**src/rtl/debounce_pkg.sv**
```systemverilog
// debounce_pkg
// Shared types and constants for the debounce_toggle_gen input conditioner.
//   state_t        : debounce FSM state encoding
//   GLITCH_CNT_W   : width of the optional aborted-glitch counter
//   GLITCH_CNT_MAX : saturation value of that counter
package debounce_pkg;

  typedef enum logic [1:0] {
    S_LO    = 2'd0,
    PEND_HI = 2'd1,
    S_HI    = 2'd2,
    PEND_LO = 2'd3
  } state_t;

  localparam int GLITCH_CNT_W = 8;
  localparam logic [GLITCH_CNT_W-1:0] GLITCH_CNT_MAX = 8'hFF;

endpackage

```
**src/rtl/sync_chain.sv**
```systemverilog
// sync_chain
// Multi-flop synchroniser bringing an asynchronous pad signal into the clk
// domain. Shifts every clock; there is no enable.
// Parameters:
//   SYNC_STAGES : number of flops in the chain (2..4)
// Ports:
//   clk : design clock, rising edge
//   rst : asynchronous active-high reset, clears every stage
//   d   : asynchronous input
//   q   : synchronised output (last stage)
module sync_chain #(
  parameter int SYNC_STAGES = 2
) (
  input  logic clk,
  input  logic rst,
  input  logic d,
  output logic q
);

  logic [SYNC_STAGES-1:0] stage;

  always_ff @(posedge clk or posedge rst) begin
    if (rst) begin
      stage <= '0;
    end else begin
      stage <= {stage[SYNC_STAGES-2:0], d};
    end
  end

  assign q = stage[SYNC_STAGES-1];

endmodule

```
**src/rtl/debounce_toggle_gen.sv**
```systemverilog
// debounce_toggle_gen
// Input conditioner for a raw pad signal: synchronises din_raw, debounces it
// with a four-state FSM and produces a clean level plus single-cycle rise and
// fall pulses. rise_pulse serves as the toggle enable of a downstream T flop.
// Parameters:
//   SYNC_STAGES : synchroniser depth (2..4)
//   DB_CYCLES   : stable synchronised cycles needed to accept a new level
// Ports:
//   clk         : design clock, rising edge
//   rst         : asynchronous active-high reset
//   ena         : advance enable; 0 freezes FSM and counter, blocks pulses
//   din_raw     : raw asynchronous pad input
//   clean_level : debounced level (registered)
//   rise_pulse  : one-cycle pulse on an accepted 0->1
//   fall_pulse  : one-cycle pulse on an accepted 1->0
//   busy        : high while a new level is pending
// Optional build macro DEBOUNCE_GLITCH_CNT_EN adds:
//   glitch_clr  : synchronous clear of glitch_cnt (wins over increment)
//   glitch_cnt  : saturating count of aborted pending transitions
module debounce_toggle_gen
  import debounce_pkg::*;
#(
  parameter int SYNC_STAGES = 2,
  parameter int DB_CYCLES   = 16
) (
  input  logic                    clk,
  input  logic                    rst,
  input  logic                    ena,
  input  logic                    din_raw,
`ifdef DEBOUNCE_GLITCH_CNT_EN
  input  logic                    glitch_clr,
  output logic [GLITCH_CNT_W-1:0] glitch_cnt,
`endif
  output logic                    clean_level,
  output logic                    rise_pulse,
  output logic                    fall_pulse,
  output logic                    busy
);

  localparam int CNT_W = $clog2(DB_CYCLES);
  localparam logic [CNT_W-1:0] CNT_LAST = CNT_W'(DB_CYCLES - 1);
  localparam logic [CNT_W-1:0] CNT_ONE  = CNT_W'(1);

  // Stage 0: synchronise the pad input
  logic s_p0;

  sync_chain #(
    .SYNC_STAGES(SYNC_STAGES)
  ) u_sync (
    .clk(clk),
    .rst(rst),
    .d  (din_raw),
    .q  (s_p0)
  );

  // Stage 1: debounce FSM and counter
  state_t           state, state_nxt;
  logic [CNT_W-1:0] cnt, cnt_nxt;
  logic             commit_rise, commit_fall;

  always_ff @(posedge clk or posedge rst) begin
    if (rst) begin
      state <= S_LO;
      cnt   <= '0;
    end else begin
      state <= state_nxt;
      cnt   <= cnt_nxt;
    end
  end

  // With ena low everything holds and no commit can be raised, so a
  // pending commit simply waits for the next enabled edge.
  always_comb begin
    state_nxt   = state;
    cnt_nxt     = cnt;
    commit_rise = 1'b0;
    commit_fall = 1'b0;
    if (ena) begin
      unique case (state)
        S_LO: begin
          if (s_p0) begin
            state_nxt = PEND_HI;
            cnt_nxt   = '0;
          end
        end
        PEND_HI: begin
          if (!s_p0) begin
            state_nxt = S_LO;
          end else if (cnt == CNT_LAST) begin
            state_nxt   = S_HI;
            commit_rise = 1'b1;
          end else begin
            cnt_nxt = cnt + CNT_ONE;
          end
        end
        S_HI: begin
          if (!s_p0) begin
            state_nxt = PEND_LO;
            cnt_nxt   = '0;
          end
        end
        PEND_LO: begin
          if (s_p0) begin
            state_nxt = S_HI;
          end else if (cnt == CNT_LAST) begin
            state_nxt   = S_LO;
            commit_fall = 1'b1;
          end else begin
            cnt_nxt = cnt + CNT_ONE;
          end
        end
      endcase
    end
  end

  assign busy = (state == PEND_HI) || (state == PEND_LO);

  // Stage 2: registered level and pulses
  always_ff @(posedge clk or posedge rst) begin
    if (rst) begin
      clean_level <= 1'b0;
      rise_pulse  <= 1'b0;
      fall_pulse  <= 1'b0;
    end else begin
      rise_pulse <= commit_rise;
      fall_pulse <= commit_fall;
      if (commit_rise) begin
        clean_level <= 1'b1;
      end else if (commit_fall) begin
        clean_level <= 1'b0;
      end
    end
  end

`ifdef DEBOUNCE_GLITCH_CNT_EN
  logic abort;

  // A pending transition that sees the old level again is a rejected glitch.
  assign abort = ena && (((state == PEND_HI) && !s_p0) ||
                         ((state == PEND_LO) && s_p0));

  always_ff @(posedge clk or posedge rst) begin
    if (rst) begin
      glitch_cnt <= '0;
    end else if (glitch_clr) begin
      glitch_cnt <= '0;
    end else if (abort && (glitch_cnt != GLITCH_CNT_MAX)) begin
      glitch_cnt <= glitch_cnt + GLITCH_CNT_W'(1);
    end
  end
`endif

endmodule

```
**config.mk**
```make
export PLATFORM = sky130hd
export DESIGN_NAME = debounce_toggle_gen
export DESIGN_NICKNAME = d
export VERILOG_FILES = /design/src/rtl/debounce_pkg.sv /design/src/rtl/sync_chain.sv /design/src/rtl/debounce_toggle_gen.sv
export SDC_FILE = /design/constraint.sdc
export NUM_CORES = 1
export LEC_CHECK = 0
export ABC_CLOCK_PERIOD_IN_PS = 1500
export BUFFER_PORTS_ARGS = -buffer_cell sky130_fd_sc_hd__buf_2
export CORE_AREA = 4 4 41 43
export DETAILED_ROUTE_END_ITERATION = 6
export DIE_AREA = 0 0 45 47
export PLACE_DENSITY = 0.59
export SYNTH_ARGS = -nofsm -noshare
export SYNTH_HDL_FRONTEND = slang
export SYNTH_SLANG_ARGS = --single-unit
```
**constraint.sdc**
```tcl
create_clock -name clk -period 1.5 [get_ports clk]
set_input_delay 0.225 -clock clk [delete_from_list [all_inputs] [get_ports clk]]
set_output_delay 0.225 -clock clk [all_outputs]
set_load 0.05 [all_outputs]
```
==> results of run 1 <==
[power by group through the flow]
stage	Combinational (mW)	Sequential (mW)	Clock [mW]
floorplan	0.0555	0.330	0
global placement	0.0616	0.338	0
detailed placement	0.0621	0.339	0
CTS	0.0644	0.333	0.211
global route	0.0740	0.337	0.232
finish	0.0637	0.334	0.204
[final timing paths]
| kind | startpoint | end | slack [ns] |
|---|---|---|---|
| max | cnt[0] | register | 0.12 |
| min | din_raw | u_sync.stage[0] | 0.06 |
| max reg2reg | cnt[0] | register | 0.12 |
| min reg2reg | u_sync.stage[0] | u_sync.stage[1] | 0.35 |
| max in group asynchronous | rst | asynchronous set/reset pin | 0.74 |
| min in group asynchronous | rst | cnt[0] | 0.47 |
[placed cells by master, fill, tap and decap left out, drive strengths merged]
| cell type | count |
|---|---|
| a21bo | 1 |
| o2bb2ai | 1 |
| ha | 1 |
| a21oi | 1 |
| nor2 | 1 |
| nand3 | 5 |
| buf | 7 |
| inv | 5 |
| nor2b | 1 |
| o21ai | 2 |
| o21a | 1 |
| o211ai | 1 |
| xor2 | 1 |
| and2 | 1 |
| a31o | 1 |
| and3 | 2 |
| o31ai | 1 |
| dfrtp | 11 |
| a22oi | 1 |
| nand4 | 3 |
| a31oi | 2 |
| nor3b | 1 |
| nand2 | 2 |
| clkbuf | 4 |
| dlygate4sd3 | 1 |
[worst max-delay path: cells and delay by family, from the launching register on]
| family | cells | cell delay [ns] |
|---|---|---|
| DFF | 1 | 0.42 |
| and+or+nand+nor | 2 | 0.34 |
| adders and majority gates | 1 | 0.27 |
| AOI/OAI and AO/OA | 1 | 0.23 |
[timing repair]
item,in CTS,in global routing
hold buffers,1,0
endpoints found under the hold margin,11,0
setup buffers,0,0
[flip-flops by register name, summed over array words and instances, names as in the netlist, named ones only]
register / cells
fall_pulse: 1
clean_level: 1
rise_pulse: 1
u_sync.stage: 2
cnt: 4
state: 1
[kinds of logic (layout without fill, tap and decap cells)]
logic type / after synthesis / in the layout / synth area share, %
simple gates: 16 / 16 / 17.40
fa+ha+maj: 1 / 1 / 2.451
xor+xnor: 1 / 1 / 3.187
flops: 11 / 11 / 53.92
compound gates: 12 / 12 / 16.67
buf+inv: 8 / 17 / 6.372
[layout make-up]
cell class / count / share of cell area (%)
Inverter: 5 / 3.198
Timing Repair Buffer: 8 / 7.676
Multi-Input combinational cell: 30 / 34.54
Clock buffer: 4 / 4.478
Tap cell: 15 / 3.198
Sequential cell: 11 / 46.91
[metal layers]
layer / part of all wire (%) / global-route usage [%] / up-vias
met1: 48 / 13.71 / 179
met4: 3.8 / 12.28 / 0
li1: - / - / 193
met2: 42 / 12.71 / 15
met5: 0 / 0 / -
met3: 6.0 / 3.448 / 5
==> run summary, run 1 <==
Critical Path Start Type -> register
Clock Pin Slew Worst Setup and Hold Paths -> 0.07 ns
Clock root buffer -> clkbuf_4
Dpl ws -> 0.1509 ns
Core area -> 1301 sq um
Crit end category -> register
Die area -> 2115 sq um
Post-placement cell area -> 550.5 sq um
DP HPWL -> 649.8 um
Combinational share of power -> 10.6%
FFs w/ async S/R, synth -> 100.0%
Total Neg Setup Slack -> 0 ns
Die width -> 45 um
Fin worst setup slack -> 0.1241 ns
Total chip power -> 0.6011 mW
DRC -> 0
Max-Cap Viols -> 0
Reg2reg path depth -> 4
# port buffers -> 7
DRT iter0 DRCs -> 15
Clock share of power -> 33.9%
Synth top area share -> 53.92%
Final cell count without fillers -> 73
CTS tree -> built
Fin crit share -> 91.73%
Syn. warnings -> 0
Leakage Power -> 0.2881 nW
Vias in the first global route -> 331
FF+latch count, synth -> 11
# diodes -> 0
Share of post-route cells with drive strength above 1 -> 22.41%
Int Pwr -> 0.4411 mW
Hold path depth -> 1
Critical path arrival -> 1.54 ns
Crit path cell chain -> ha_1 > and3_1 > nand4_1 > a21bo_2
Final setup fails -> 0
Mapped Cells -> 49
Max Fclk -> 726.8 MHz
Clock Path Buffers -> 2
Power Density -> 1024 nW/um^2
Routability cong. -> 0.8496
Post-route design area -> 586.8 sq um
Worst Setup Path Type -> register to register
Netlist cell types -> 24
Number of enable flip-flop cells after synthesis -> 0
Req. time, crit path -> 1.66 ns
Top cells by area, synth -> dfrtp_1 (54%), nand3_1 (4.9%), inv_1 (3.7%)
Reg area -> 275.3 sq um
Placed cells -> 68
Global route total overflow -> 0
Final hold vios -> 0
Worst path slowest cell -> dfrtp_1
Syn Area/Cell -> 10.42 sq um
Initial antenna violation count -> 0
# resized after CTS -> 0
Sequential power share -> 55.5%
Worst hold path type -> input port to register
Max FO, Critical Path -> 5
Cts bufs inserted -> 3
Ys flop type -> dfrtp_1
Critical path's largest stage delay -> 0.42 ns
Switching power -> 0.1600 mW
Footprint of the multi-input gates -> 202.7 sq um
Cell type with the highest aggregate area in the netlist -> dfrtp_1
Most common cell in the netlist -> dfrtp_1
DR vias/cell -> 5.370
Switching fraction of total power -> 26.62%
GRT Overall Usage -> 10.65%
Worst-margin pin slew -> 0.4089 ns
First-pass iteration count of the detailed router -> 4
Post-Route WL -> 957 um
Hold WS -> 0.05679 ns
Setup Skew -> 0.005398 ns
Post-DR wirelength/cell -> 13.11 um
Ports -> 8
Final ANT Viol Nets -> 0
List of most frequent post-synthesis cells -> dfrtp_1 (11), inv_1 (5), nand3_1 (5)
Synthesized net count -> 54
Clock sinks -> 11
Synthesized cell area -> 510.5 sq um
Via Count -> 392
H-tree Lvls -> 1
Worst-Skew Late Latency -> 0.27 ns
Initial Utilization -> 39.23%
Outcome -> finished, final reports clean
Largest net degree at the start of global routing -> 12
Max-slew violations -> 0
Minimum clock period -> 1.376 ns
RSZ-0062 raised after global routing -> false
Site row count -> 13
Relative slew slack -> 72.71%
Post-Route Utilization -> 45.10%
Register area share after synthesis -> 53.92%
Final nets -> 64
Layout fillers -> 139
P&R area growth vs syn -> 14.95%
Die Ht -> 47 um
Peak VDD IR -> 0.0004558 V
Global-route wire length before repair -> 1476 um
Note: power is estimated with default switching activity, not from simulation.
==> run 2, diff against run 1 <==
--- a/config.mk
+++ b/config.mk
@@ -5,12 +5,13 @@
 export SDC_FILE = /design/constraint.sdc
 export NUM_CORES = 1
 export LEC_CHECK = 0
+export ABC_AREA = 1
 export ABC_CLOCK_PERIOD_IN_PS = 1500
 export BUFFER_PORTS_ARGS = -buffer_cell sky130_fd_sc_hd__buf_2
 export CORE_AREA = 4 4 41 43
 export DETAILED_ROUTE_END_ITERATION = 6
 export DIE_AREA = 0 0 45 47
-export PLACE_DENSITY = 0.59
+export PLACE_DENSITY = 0.62
 export SYNTH_ARGS = -nofsm -noshare
 export SYNTH_HDL_FRONTEND = slang
 export SYNTH_SLANG_ARGS = --single-unit
==> run summary, run 2 <==
Final hold vios -> 0
Max FFs per register -> 4
Relative slew slack -> 72.54%
Syn. warnings -> 0
DR vias/cell -> 4.773
GRT Overall Usage -> 12.47%
Final cell count without fillers -> 97
Die width -> 45 um
# port buffers -> 7
Die area -> 2115 sq um
Critical path arrival -> 1.51 ns
# diodes -> 0
Synthesized net count -> 76
Via Count -> 463
DP HPWL -> 789.5 um
Most common cell in the netlist -> nand2_1
Global route total overflow -> 0
Leakage Power -> 0.3799 nW
Minimum clock period -> 1.303 ns
RSZ-0062 raised after global routing -> false
Placed cells -> 92
Global-route wire length before repair -> 1787 um
Reg area -> 275.3 sq um
Register area share after synthesis -> 50.23%
Regs by FF count -> cnt x4, u_sync.stage x2
Post-Route WL -> 1027 um
CTS tree -> built
Synth top area share -> 50.23%
FFs w/ async S/R, synth -> 100.0%
Cell type with the highest aggregate area in the netlist -> dfrtp_1
Clock Pin Slew Worst Setup and Hold Paths -> 0.07 ns
Outcome -> finished, final reports clean
Max FO, Critical Path -> 5
Top cells by area, synth -> dfrtp_1 (50%), nand2_1 (18%), inv_1 (7.5%)
Power Density -> 1570 nW/um^2
Die Ht -> 47 um
First-pass iteration count of the detailed router -> 4
Req. time, crit path -> 1.70 ns
Worst-Skew Late Latency -> 0.26 ns
Most frequent cells in the layout -> nand2_1 (26), inv_1 (11), dfrtp_1 (11)
Initial Utilization -> 42.12%
Most common cell after layout, fill and taps aside -> nand2_1
List of most frequent post-synthesis cells -> nand2_1 (26), dfrtp_1 (11), inv_1 (11)
Post-DR wirelength/cell -> 10.59 um
Cts bufs inserted -> 3
Initial antenna violation count -> 0
Site row count -> 13
# resized after CTS -> 0
Combinational share of power -> 35.2%
FF+latch count, synth -> 11
Clock sinks -> 11
Largest Register -> cnt
Int Pwr -> 0.5804 mW
Share of post-route cells with drive strength above 1 -> 18.29%
Max Fclk -> 767.2 MHz
Final ANT Viol Nets -> 0
Largest net degree at the start of global routing -> 12
# Post-CTS Setup Buffers -> 0
Syn Area/Cell -> 7.719 sq um
Clock Path Buffers -> 2
Synthesized cell area -> 548.0 sq um
Switching fraction of total power -> 41.71%
Max-Cap Viols -> 0
Footprint of the multi-input gates -> 222.7 sq um
Peak VDD IR -> 0.0007021 V
Max-slew violations -> 0
Final nets -> 88
DRT iter0 DRCs -> 16
Crit end category -> register
Ys flop type -> dfrtp_1
DRC -> 0
Hold-fix buffers, CTS -> 1
Routability cong. -> 0.7671
Ports -> 8
Netlist cell types -> 15
Critical Path Start Type -> register
Final setup fails -> 0
Clock root buffer -> clkbuf_4
Clock share of power -> 19.6%
Setup Skew -> 0.002911 ns
Fin crit share -> 86.89%
Vias in the first global route -> 427
Layout fillers -> 138
H-tree Lvls -> 1
Total Neg Setup Slack -> 0 ns
Switching power -> 0.4153 mW
Sequential power share -> 45.1%
Worst Setup Path Type -> register to register
Worst hold path type -> input port to register
Core area -> 1301 sq um
Number of enable flip-flop cells after synthesis -> 0
Worst-margin pin slew -> 0.4115 ns
Mapped Cells -> 71
P&R area growth vs syn -> 15.75%
-- run 2: final timing paths --
path,start,slack [ns],cells after the start,to
max in group asynchronous,rst,0.72,3,asynchronous set/reset pin
min in group asynchronous,rst,0.49,3,cnt[0]
min,din_raw,0.07,1,u_sync.stage[0]
min reg2reg,u_sync.stage[0],0.35,0,u_sync.stage[1]
max reg2reg,cnt[0],0.20,8,cnt[0]
max,cnt[0],0.20,8,cnt[0]
-- run 2: worst max-delay path: stages, from the launching register on --
cell and delay (ns):
dfrtp_1 0.43, ha_1 0.24, nand3_2 0.09, clkinv_2 0.07, nand2_1 0.09, nand2_1 0.08, nor2_2 0.12, nand2_1 0.07
nand2_1 0.07
-- run 2: logic make-up after synthesis --
logic type / Yosys count / synth area share [%]
adder cells (fa/ha/maj): 1 / 2.283
AND/OR/NAND/NOR: 40 / 32.88
AO/OA/AOI/OAI: 6 / 5.478
buffers and inverters: 13 / 9.131
flip-flops: 11 / 50.23
-- run 2: power groups by stage --
| stage | combinational [mW] | sequential (mW) | clock [mW] |
|---|---|---|---|
| floorplan | 0.292 | 0.434 | 0 |
| global placement | 0.348 | 0.453 | 0 |
| detailed placement | 0.352 | 0.454 | 0 |
| CTS | 0.356 | 0.449 | 0.209 |
| global route | 0.402 | 0.462 | 0.225 |
| finish | 0.351 | 0.449 | 0.196 |
-- run 2: cell type report --
type                            count  area share [%]
Sequential cell                    11           43.39
Multi-Input combinational cell     47           35.11
Inverter                           12           7.298
Timing Repair Buffer                8           7.101
Clock buffer                        4           4.142
Tap cell                           15           2.959
-- run 2: routing by layer --
| layer | track usage (%) | routed length [um] | vias up |
|---|---|---|---|
| met1 | 15.76 | 509 | 208 |
| met2 | 17.23 | 442 | 12 |
| met4 | 10.53 | 13 | 0 |
| met5 | 0 | 0 | - |
| met3 | 3.831 | 61 | 2 |
| li1 | - | - | 241 |
-- run 2: through the flow --
step / power, mW / util, % / setup slack [ns] / hold slack [ns] / instance area [sq um]
2_1_floorplan: 0.7257 / - / 0.3323 / 0.07744 / 548.0
3_3_place_gp: 0.8012 / 45.96 / 0.2570 / 0.2310 / 598.1
3_5_place_dp: 0.8062 / 45.96 / 0.2109 / 0.2349 / 598.1
4_1_cts: 1.014 / 48.75 / 0.1921 / 0.05141 / 634.4
5_1_grt: 1.090 / 48.75 / 0.07342 / 0.04482 / 634.4
6_report: 0.9957 / 48.75 / 0.1966 / 0.06726 / 634.4
